File: config.mk
export PLATFORM = sky130hd
export DESIGN_NAME = melody_seq_ctl
export DESIGN_NICKNAME = d
export VERILOG_FILES = /design/src/rtl/melody_seq_ctl.sv
export SDC_FILE = /design/constraint.sdc
export NUM_CORES = 1
export LEC_CHECK = 0
export ABC_AREA = 0
export CORE_AREA = 2 2 104 106
export DETAILED_ROUTE_END_ITERATION = 8
export DIE_AREA = 0 0 106 108
export HOLD_SLACK_MARGIN = 0.06
export PLACE_DENSITY = 0.62
export SETUP_SLACK_MARGIN = 0.15
export SYNTH_ARGS = -nofsm -noshare
export SYNTH_HDL_FRONTEND = slang
export SYNTH_SLANG_ARGS = --single-unit
File: constraint.sdc
create_clock -name clk_100mhz -period 7.6 [get_ports clk_100mhz]
set_clock_uncertainty 0.1 [all_clocks]
set_input_delay 1.52 -clock clk_100mhz [delete_from_list [all_inputs] [get_ports clk_100mhz]]
set_output_delay 1.52 -clock clk_100mhz [all_outputs]
set_load 0.01 [all_outputs]
File: src/rtl/melody_seq_ctl.sv
// Song sequencer: walks a synchronous song ROM and feeds the tone generator a
// half-period divider plus a mute qualifier, with play/pause/stop and looping.
module melody_seq_ctl #(
  parameter int BEAT_CYCLES = 25_000_000,
  parameter int GAP_CYCLES  = 2_500_000,
  parameter int ADDR_W      = 6
) (
  input  logic              clk_100mhz,
  input  logic              rst,
  input  logic              start,
  input  logic              pause,
  input  logic              stop,
  input  logic              loop_en,
  output logic [ADDR_W-1:0] rom_addr,
  input  logic [25:0]       rom_data,
  output logic [21:0]       note_div,
  output logic              mute,
  output logic              playing,
  output logic              song_end
);

  localparam int CNT_W = $clog2(BEAT_CYCLES);
  localparam logic [CNT_W-1:0] BEAT_LAST = CNT_W'(BEAT_CYCLES - 1);
  // One extra bit so a zero-length gap (threshold == BEAT_CYCLES) never wraps.
  localparam logic [CNT_W:0]   GAP_START = (CNT_W + 1)'(BEAT_CYCLES - GAP_CYCLES);

  typedef enum logic [2:0] {
    S_IDLE,
    S_FETCH,
    S_LOAD,
    S_PLAY,
    S_PAUSE
  } state_t;

  state_t            state_q, state_d;
  logic [ADDR_W-1:0] rom_addr_q, rom_addr_d;
  logic [21:0]       note_div_q, note_div_d;
  logic              mute_q, mute_d;
  logic              song_end_q, song_end_d;
  logic [CNT_W-1:0]  beat_cnt_q, beat_cnt_d;
  logic [3:0]        beats_left_q, beats_left_d;

  logic [3:0]        rom_dur;
  logic [21:0]       rom_div;

  assign rom_dur = rom_data[25:22];
  assign rom_div = rom_data[21:0];

  always_ff @(posedge clk_100mhz) begin
    if (rst) begin
      state_q      <= S_IDLE;
      rom_addr_q   <= '0;
      note_div_q   <= '0;
      mute_q       <= 1'b1;
      song_end_q   <= 1'b0;
      beat_cnt_q   <= '0;
      beats_left_q <= '0;
    end else begin
      state_q      <= state_d;
      rom_addr_q   <= rom_addr_d;
      note_div_q   <= note_div_d;
      mute_q       <= mute_d;
      song_end_q   <= song_end_d;
      beat_cnt_q   <= beat_cnt_d;
      beats_left_q <= beats_left_d;
    end
  end

  always_comb begin
    state_d      = state_q;
    rom_addr_d   = rom_addr_q;
    note_div_d   = note_div_q;
    song_end_d   = 1'b0;
    beat_cnt_d   = beat_cnt_q;
    beats_left_d = beats_left_q;
    mute_d       = 1'b1;

    case (state_q)
      S_IDLE: begin
        note_div_d = '0;
        if (start) begin
          rom_addr_d = '0;
          state_d    = S_FETCH;
        end
      end
      S_FETCH: state_d = S_LOAD;
      S_LOAD: begin
        if (rom_dur != 4'd0) begin
          note_div_d   = rom_div;
          beats_left_d = rom_dur;
          beat_cnt_d   = '0;
          rom_addr_d   = rom_addr_q + 1'b1;
          state_d      = S_PLAY;
        end else begin
          song_end_d = 1'b1;
          if (loop_en && (rom_addr_q != '0)) begin
            rom_addr_d = '0;
            state_d    = S_FETCH;
          end else begin
            note_div_d = '0;
            state_d    = S_IDLE;
          end
        end
      end
      S_PLAY: begin
        // A pause pulse freezes the counters on the cycle it arrives.
        if (pause) begin
          state_d = S_PAUSE;
        end else if (beat_cnt_q == BEAT_LAST) begin
          beat_cnt_d   = '0;
          beats_left_d = beats_left_q - 4'd1;
          if (beats_left_q == 4'd1) state_d = S_FETCH;
        end else begin
          beat_cnt_d = beat_cnt_q + 1'b1;
        end
      end
      S_PAUSE: begin
        if (start || pause) state_d = S_PLAY;
      end
      default: state_d = S_IDLE;
    endcase

    if (stop) begin
      state_d    = S_IDLE;
      rom_addr_d = '0;
      note_div_d = '0;
      song_end_d = 1'b0;
    end

    // Mute is computed from next-state values so it lines up with its cycle.
    if (state_d == S_PLAY) begin
      mute_d = (note_div_d == '0) ||
               ((beats_left_d == 4'd1) && ({1'b0, beat_cnt_d} >= GAP_START));
    end
  end

  assign rom_addr = rom_addr_q;
  assign note_div = note_div_q;
  assign mute     = mute_q;
  assign song_end = song_end_q;
  assign playing  = (state_q != S_IDLE);

endmodule

==> results of run 1 <==
[layer usage]
layer  GRT usage (%)  share of wire [%]  routed length, um
met5               0                  0                  0
met4           7.237                1.5                152
met3           4.882                7.7                789
met2           29.77                 47               4771
met1           23.17                 44               4546
[stage by stage]
stage	instances	cell area (um^2)
after detailed placement	615	4214
after floorplan	445	3562
after global placement	615	4214
after CTS	630	4402
final	630	4402
after global routing	630	4402
[worst paths after layout]
path                                                from                       end  slack (ns)
worst min register to register  rom_addr[5]$_SDFFE_PP0P_  rom_addr[5]$_SDFFE_PP0P_        0.41
worst min-delay path            rom_addr[5]$_SDFFE_PP0P_  rom_addr[5]$_SDFFE_PP0P_        0.41
worst max-delay path                               pause           mute$_SDFF_PP1_        3.16
worst max register to register  beat_cnt_q[0]$_SDFF_PP0_           mute$_SDFF_PP1_        4.44
[worst reg2reg max path: stages (launching register included)]
cell and delay, ns:
dfxtp_1 0.41, ha_1 0.25, nand4b_2 0.19, or4_4 0.57
o21ai_2 0.30, buf_4 0.35, o21ai_0 0.14, a21oi_1 0.25
a21boi_1 0.22, o2111a_1 0.20, o41ai_2 0.07
[logic make-up after synthesis]
kind of cell / Yosys count
AOI/OAI and AO/OA: 126
and+or+nand+nor: 204
muxes: 1
adders and majority gates: 5
DFF: 62
xor gates and xnor gates: 3
buffers and inverters: 44
[layout by cell type (no fill, tap or decap), drive strengths merged, types with 2 or more instances in the layout]
master and instances:
nand3 13, nor2 69, ha 5, nor2b 3
dfxtp 62, clkbuf 9, xnor2 3, and4b 2
or3 6, nand4 8, o211ai 3, nand4b 4
a311oi 3, and2 4, nand2 24, and4 7
o31ai 3, clkinv 3, nor4bb 2, or4 8
a211oi 2, nand3b 4, nand2b 4, and3 3
o41ai 4, nor3 17, buf 4, a22oi 27
o21ai 29, clkinvlp 2, a31oi 4, a21oi 32
a21boi 3, clkdlybuf4s50 62, nor4 21, a32oi 2
inv 12
[where the power goes]
group	total (uW)	internal [uW]	switching, uW	leakage [uW]
sequential	328	326	1.66	0.000500
combinational	45.2	22.3	22.8	0.000787
clock	288	149	139	0.0000911
total	661	497	163	0.00138
[flip-flops by register name, summed over array words and instances (netlist names)]
name / cells
beat_cnt_q: 25
beats_left_q: 4
mute: 1
note_div: 22
rom_addr: 6
song_end: 1
state_q: 3
[layout make-up]
type,instances,area [um^2],area share [%]
multi-input cells,339,2107,47.87
flip-flops and latches,62,1241,28.20
repair buffers,66,650.6,14.78
well taps,136,170.2,3.866
clock buffers,9,123.9,2.814
clock inverters,6,63.81,1.450
inverters,12,45.04,1.023
==> flow_metrics.py, run 1 <==
metrics = {
    "synthesis": {
        "synthAdderAreaFrac_pct": 1.756,
        "synthMuxAreaShare_pct": 0.2810,
        "synth_top_flop_cell": "dfxtp_1",
        "synth_seq_cells": 62,
        "yosysUniqueCellTypes": 69,
        "yosysMostFrequentCell": "nor2_1",
        "yosysSeqAreaShare_pct": 34.84,
        "synth_cells": 445,
        "syn_area_um2": 3562,
        "synth.top_cell.area_share_pct": 34.84,
        "synth_area_leaders": "dfxtp_1 (35%), nor2_1 (7.1%), a22oi_1 (5.7%), a21oi_1 (4.1%), o21ai_0 (3.2%)",
        "async_flop_share_pct": 0,
        "syn_avg_cell_area_um2": 8.005,
        "synth-simple-area-share_pct": 32.60,
        "yosysWarnings": 0,
        "ys_top_cells_by_count": "nor2_1 (67), dfxtp_1 (62), a21oi_1 (29)",
        "synth_top_cell_by_area": "dfxtp_1",
        "syn_nets": 482,
        "synth_edf_count": 0,
        "synth_xor_area_share_pct": 0.7376,
        "synth_top_family_by_area": "simple AND/OR/NAND/NOR gates",
        "synth-compound-area-share_pct": 23.78,
    },
    "grt": {
        "grt-ovfl-total": 0,
        "antenna_found_initial": 0,
        "grt_pass1_wl_um": 17080,
        "grt_max_degree": 32,
        "grt_usage_pct": 18.29,
        "grt_pass1_vias": 3555,
    },
    "layout": {
        "drive_above_1_share_pct": 8.502,
        "final_nets": 527,
        "n_fill_cell": 1056,
        "area_growth_pct": 23.57,
        "antennaDiodeCount": 0,
        "fin_util_pct": 43.02,
    },
    "cts": {
        "htree_levels": 3,
        "cts-root-buf": "clkbuf_8",
        "clk_latency_ns": 0.34,
        "tritoncts": "yes",
        "clock-sinks": 62,
        "post_cts_buffers": 0,
        "cts_buffers": 9,
        "cts.clk_slew.worst_paths_ns": 0.08,
        "cts-resized-gates": 0,
        "ctsHoldBuffers": 0,
        "clk_path_buf_depth": 2,
    },
    "worst_setup_path": {
        "crit_fanout": 22,
        "critPathRequiredTime_ns": 7.73,
        "reg2reg_depth": 10,
        "worstSetupPathType": "in -> reg",
        "worstPathCellList": "clkdlybuf4s50_1, nand4b_2, or4_4, o21ai_2, buf_4, o21ai_0, a21oi_1, a21boi_1, o2111a_1, o41ai_2",
        "startpoint_type": "input port",
        "worst_path_dominant_cell_family": "compound AO/OA/AOI/OAI gates",
        "cpPeakStageDelay_ns": 0.57,
        "path_depth": 10,
        "crit_buf_inv": 2,
        "slowest_stage": "clkdlybuf4s50_1",
        "crit_path_end_kind": "flip-flop",
        "crit_arrival_ns": 4.56,
    },
    "die": {
        "die-height_um": 108,
        "ios": 63,
        "die_w_um": 106,
        "fp.coreArea_um2": 10230,
        "initial_core_util_pct": 34.82,
        "rows": 37,
        "dieArea_um2": 11450,
    },
    "sta": {
        "maxSlewViolCount": 0,
        "final.min_clock_period_ns": 4.435,
        "hold_slack_ns": 0.4059,
        "fmax_mhz": 225.5,
        "relSlewSlack_pct": 21.99,
        "tightestPinTransition_ns": 1.166,
        "setup_viol": 0,
        "tns_ns": 0,
        "setup_slack_ns": 3.165,
        "hold_viol": 0,
        "finalCritPeriodShare_pct": 58.36,
        "rsz0062_at_grt": "false",
    },
    "placement": {
        "dp_hpwl_um": 7125,
        "dp_worst_setup_slack_ns": 2.865,
        "port_buffers": 62,
        "gp_congestion": 0.8790,
    },
    "routing": {
        "drt_iter0_markers": 195,
        "vias": 3664,
        "wl_per_cell_um": 16.28,
        "firstDrtPassIters": 5,
        "viasPerCell": 5.816,
        "ant_nets": 0,
        "wirelength_um": 10260,
        "drc_errors": 0,
    },
    "min_path": {
        "whs_path_depth": 2,
        "hp-class": "reg -> reg",
    },
    "job": {
        "cap_violations": 0,
    },
    "power_and_ir_drop": {
        "p_per_area_nw_per_um2": 150.1,
        "irDropWorstVdd_uv": 63.36,
        "p_total_uw": 660.6,
        "p_leak_uw": 0.001377,
    },
    "run_status": {
        "outcome": "completed",
    },
}
No activity file was read; power rests on OpenSTA's default activity.
==> inputs of run 2 (changes only) <==
--- a/config.mk
+++ b/config.mk
@@ -10,7 +10,7 @@
 export DETAILED_ROUTE_END_ITERATION = 8
 export DIE_AREA = 0 0 106 108
 export HOLD_SLACK_MARGIN = 0.06
-export PLACE_DENSITY = 0.62
+export PLACE_DENSITY = 0.64
 export SETUP_SLACK_MARGIN = 0.15
 export SYNTH_ARGS = -nofsm -noshare
 export SYNTH_HDL_FRONTEND = slang
==> constraint.sdc (replaced) <==
create_clock -name clk_100mhz -period 3.9 [get_ports clk_100mhz]
set_clock_uncertainty 0.1 [all_clocks]
set_input_delay 0.78 -clock clk_100mhz [delete_from_list [all_inputs] [get_ports clk_100mhz]]
set_output_delay 0.78 -clock clk_100mhz [all_outputs]
set_load 0.01 [all_outputs]
==> run 2 against run 1 <==
Register-to-register slack worse by 3.4 ns. Total power up 100%. Hold slack better by 0.0089 ns. Global-route usage down 0.68 points. Final cell count up 1.1%. Via count about the same. Non-clock buffer count up 6. First-iteration DRC count up 18%. Routed wire length down 1.9%. Sequential share of layout area down 0.42 points. Clock power up 110%. Setup slack worse by 2.5 ns. Highest routed layer unchanged.
==> flow_metrics.py, run 2 (synthesis results as in run 1) <==
metrics = {
    "cts": {
        "clk_path_buf_depth": 2,
        "cts_buffers": 9,
        "cts-root-buf": "clkbuf_8",
        "htree_levels": 3,
        "post_cts_buffers": 0,
        "clock-sinks": 62,
        "tritoncts": "yes",
        "ctsHoldBuffers": 0,
        "clk_latency_ns": 0.34,
        "cts-resized-gates": 0,
        "cts.clk_slew.worst_paths_ns": 0.08,
    },
    "power_and_ir_drop": {
        "p_per_area_nw_per_um2": 298.1,
        "p_leak_uw": 0.001412,
        "irDropWorstVdd_uv": 154.8,
    },
    "run_status": {
        "outcome": "completed",
    },
    "sta": {
        "relSlewSlack_pct": 55.98,
        "finalCritPeriodShare_pct": 82.72,
        "rsz0062_at_grt": "false",
        "hold_slack_ns": 0.4148,
        "fmax_mhz": 310.0,
        "tightestPinTransition_ns": 0.6603,
        "tns_ns": 0,
        "hold_viol": 0,
        "final.min_clock_period_ns": 3.226,
        "maxSlewViolCount": 0,
        "setup_viol": 0,
    },
    "grt": {
        "antenna_found_initial": 0,
        "grt_usage_pct": 17.60,
        "grt_pass1_vias": 3323,
        "grt_pass1_wl_um": 16280,
        "grt_max_degree": 32,
        "grt-ovfl-total": 0,
    },
    "placement": {
        "dp_hpwl_um": 7124,
        "gp_congestion": 0.8601,
        "port_buffers": 62,
    },
    "layout": {
        "drive_above_1_share_pct": 9.780,
        "final_common_cell": "nor2_1",
        "area_growth_pct": 25.43,
        "multi_input_area_um2": 2107,
        "antennaDiodeCount": 0,
        "largest_reg_flops": 25,
        "final_nets": 533,
        "n_fill_cell": 1027,
        "layout_common_cells": "nor2_1 (67), dfxtp_1 (62), clkdlybuf4s50_1 (62)",
        "seqCellArea_um2": 1241,
        "largest-register": "beat_cnt_q",
    },
    "routing": {
        "drc_errors": 0,
        "vias": 3665,
        "drt_iter0_markers": 230,
        "firstDrtPassIters": 5,
        "wl_per_cell_um": 15.80,
        "viasPerCell": 5.754,
        "wirelength_um": 10060,
        "ant_nets": 0,
    },
    "worst_setup_path": {
        "crit_buf_inv": 2,
        "r2r_setup_slack_ns": 1.01,
        "crit_path_start": "pause",
        "reg2reg_to": "mute$_SDFF_PP1_",
        "crit_path_end_kind": "flip-flop",
        "rr_startpoint": "state_q[2]$_SDFF_PP0_",
        "worst_path_dominant_cell_family": "compound AO/OA/AOI/OAI gates",
        "slowest_stage": "or4_4",
        "cpPeakStageDelay_ns": 0.58,
        "worstSetupPathType": "in -> reg",
        "path_depth": 10,
        "critPathRequiredTime_ns": 4.03,
        "reg2reg_depth": 8,
        "crit_fanout": 16,
        "startpoint_type": "input port",
        "worstPathCellList": "clkdlybuf4s50_1, nand4b_2, or4_4, o21ai_2, buf_4, o21ai_0, a21oi_1, a21boi_1, o2111a_1, o41ai_2",
        "crit_arrival_ns": 3.35,
    },
    "die": {
        "dieArea_um2": 11450,
        "die-height_um": 108,
        "die_w_um": 106,
        "initial_core_util_pct": 34.82,
        "fp.coreArea_um2": 10230,
        "ios": 63,
        "rows": 37,
    },
    "min_path": {
        "whs_path_depth": 2,
        "hold_path.startpoint": "rom_addr[5]$_SDFFE_PP0P_",
        "hold_path_end": "rom_addr[5]$_SDFFE_PP0P_",
        "hp-class": "reg -> reg",
    },
    "job": {
        "cap_violations": 0,
    },
}
==> run 2: where the power goes <==
group          switching, uW  leakage, uW  internal, uW
clock                    274    0.0000976           329
combinational           45.1     0.000815          45.9
sequential              3.09     0.000500           635
==> run 2: worst reg2reg max path, cell delays in order (launching register included) <==
cell	delay [ns]
dfxtp_1	0.40
nand3b_1	0.49
a21oi_1	0.68
buf_4	0.28
a21o_1	0.14
nand2_1	0.07
nor4_2	0.27
nand4_1	0.16
o41ai_2	0.21
==> run 2: layer usage <==
metal  GRT usage [%]  vias up  wire (um)
met5               0        -          0
met2           28.53      166       4760
met4           6.109        0        149
met1           23.01     1706       4409
li1                -     1772          -
met3           4.280       21        744
==> run 2: layout make-up <==
class / count / area share (%)
clock buffers: 11 / 3.388
clock inverters: 5 / 1.288
inverters: 12 / 1.008
multi-input cells: 339 / 47.16
flip-flops and latches: 62 / 27.78
well taps: 136 / 3.808
repair buffers: 72 / 15.57
==> run 2: worst max path at each step <==
stage                       to  slack (ns)
2_1_floorplan  mute$_SDFF_PP1_        1.04
3_3_place_gp   mute$_SDFF_PP1_        0.42
3_5_place_dp   mute$_SDFF_PP1_        0.32
4_1_cts        mute$_SDFF_PP1_        0.68
5_1_grt        mute$_SDFF_PP1_        0.51
6_report       mute$_SDFF_PP1_        0.67
==> run 2: stage by stage <==
step / setup WS (ns) / util (%) / cell area, um^2 / power, uW / std cells
2_1_floorplan: 1.041 / - / 3562 / 691.4 / 445
3_3_place_gp: 0.4207 / 41.63 / 4259 / 742.9 / 621
3_5_place_dp: 0.3204 / 41.63 / 4259 / 743.6 / 621
4_1_cts: 0.6785 / 43.67 / 4468 / 1342 / 637
5_1_grt: 0.5139 / 43.67 / 4468 / 1375 / 637
6_report: 0.6739 / 43.67 / 4468 / 1332 / 637
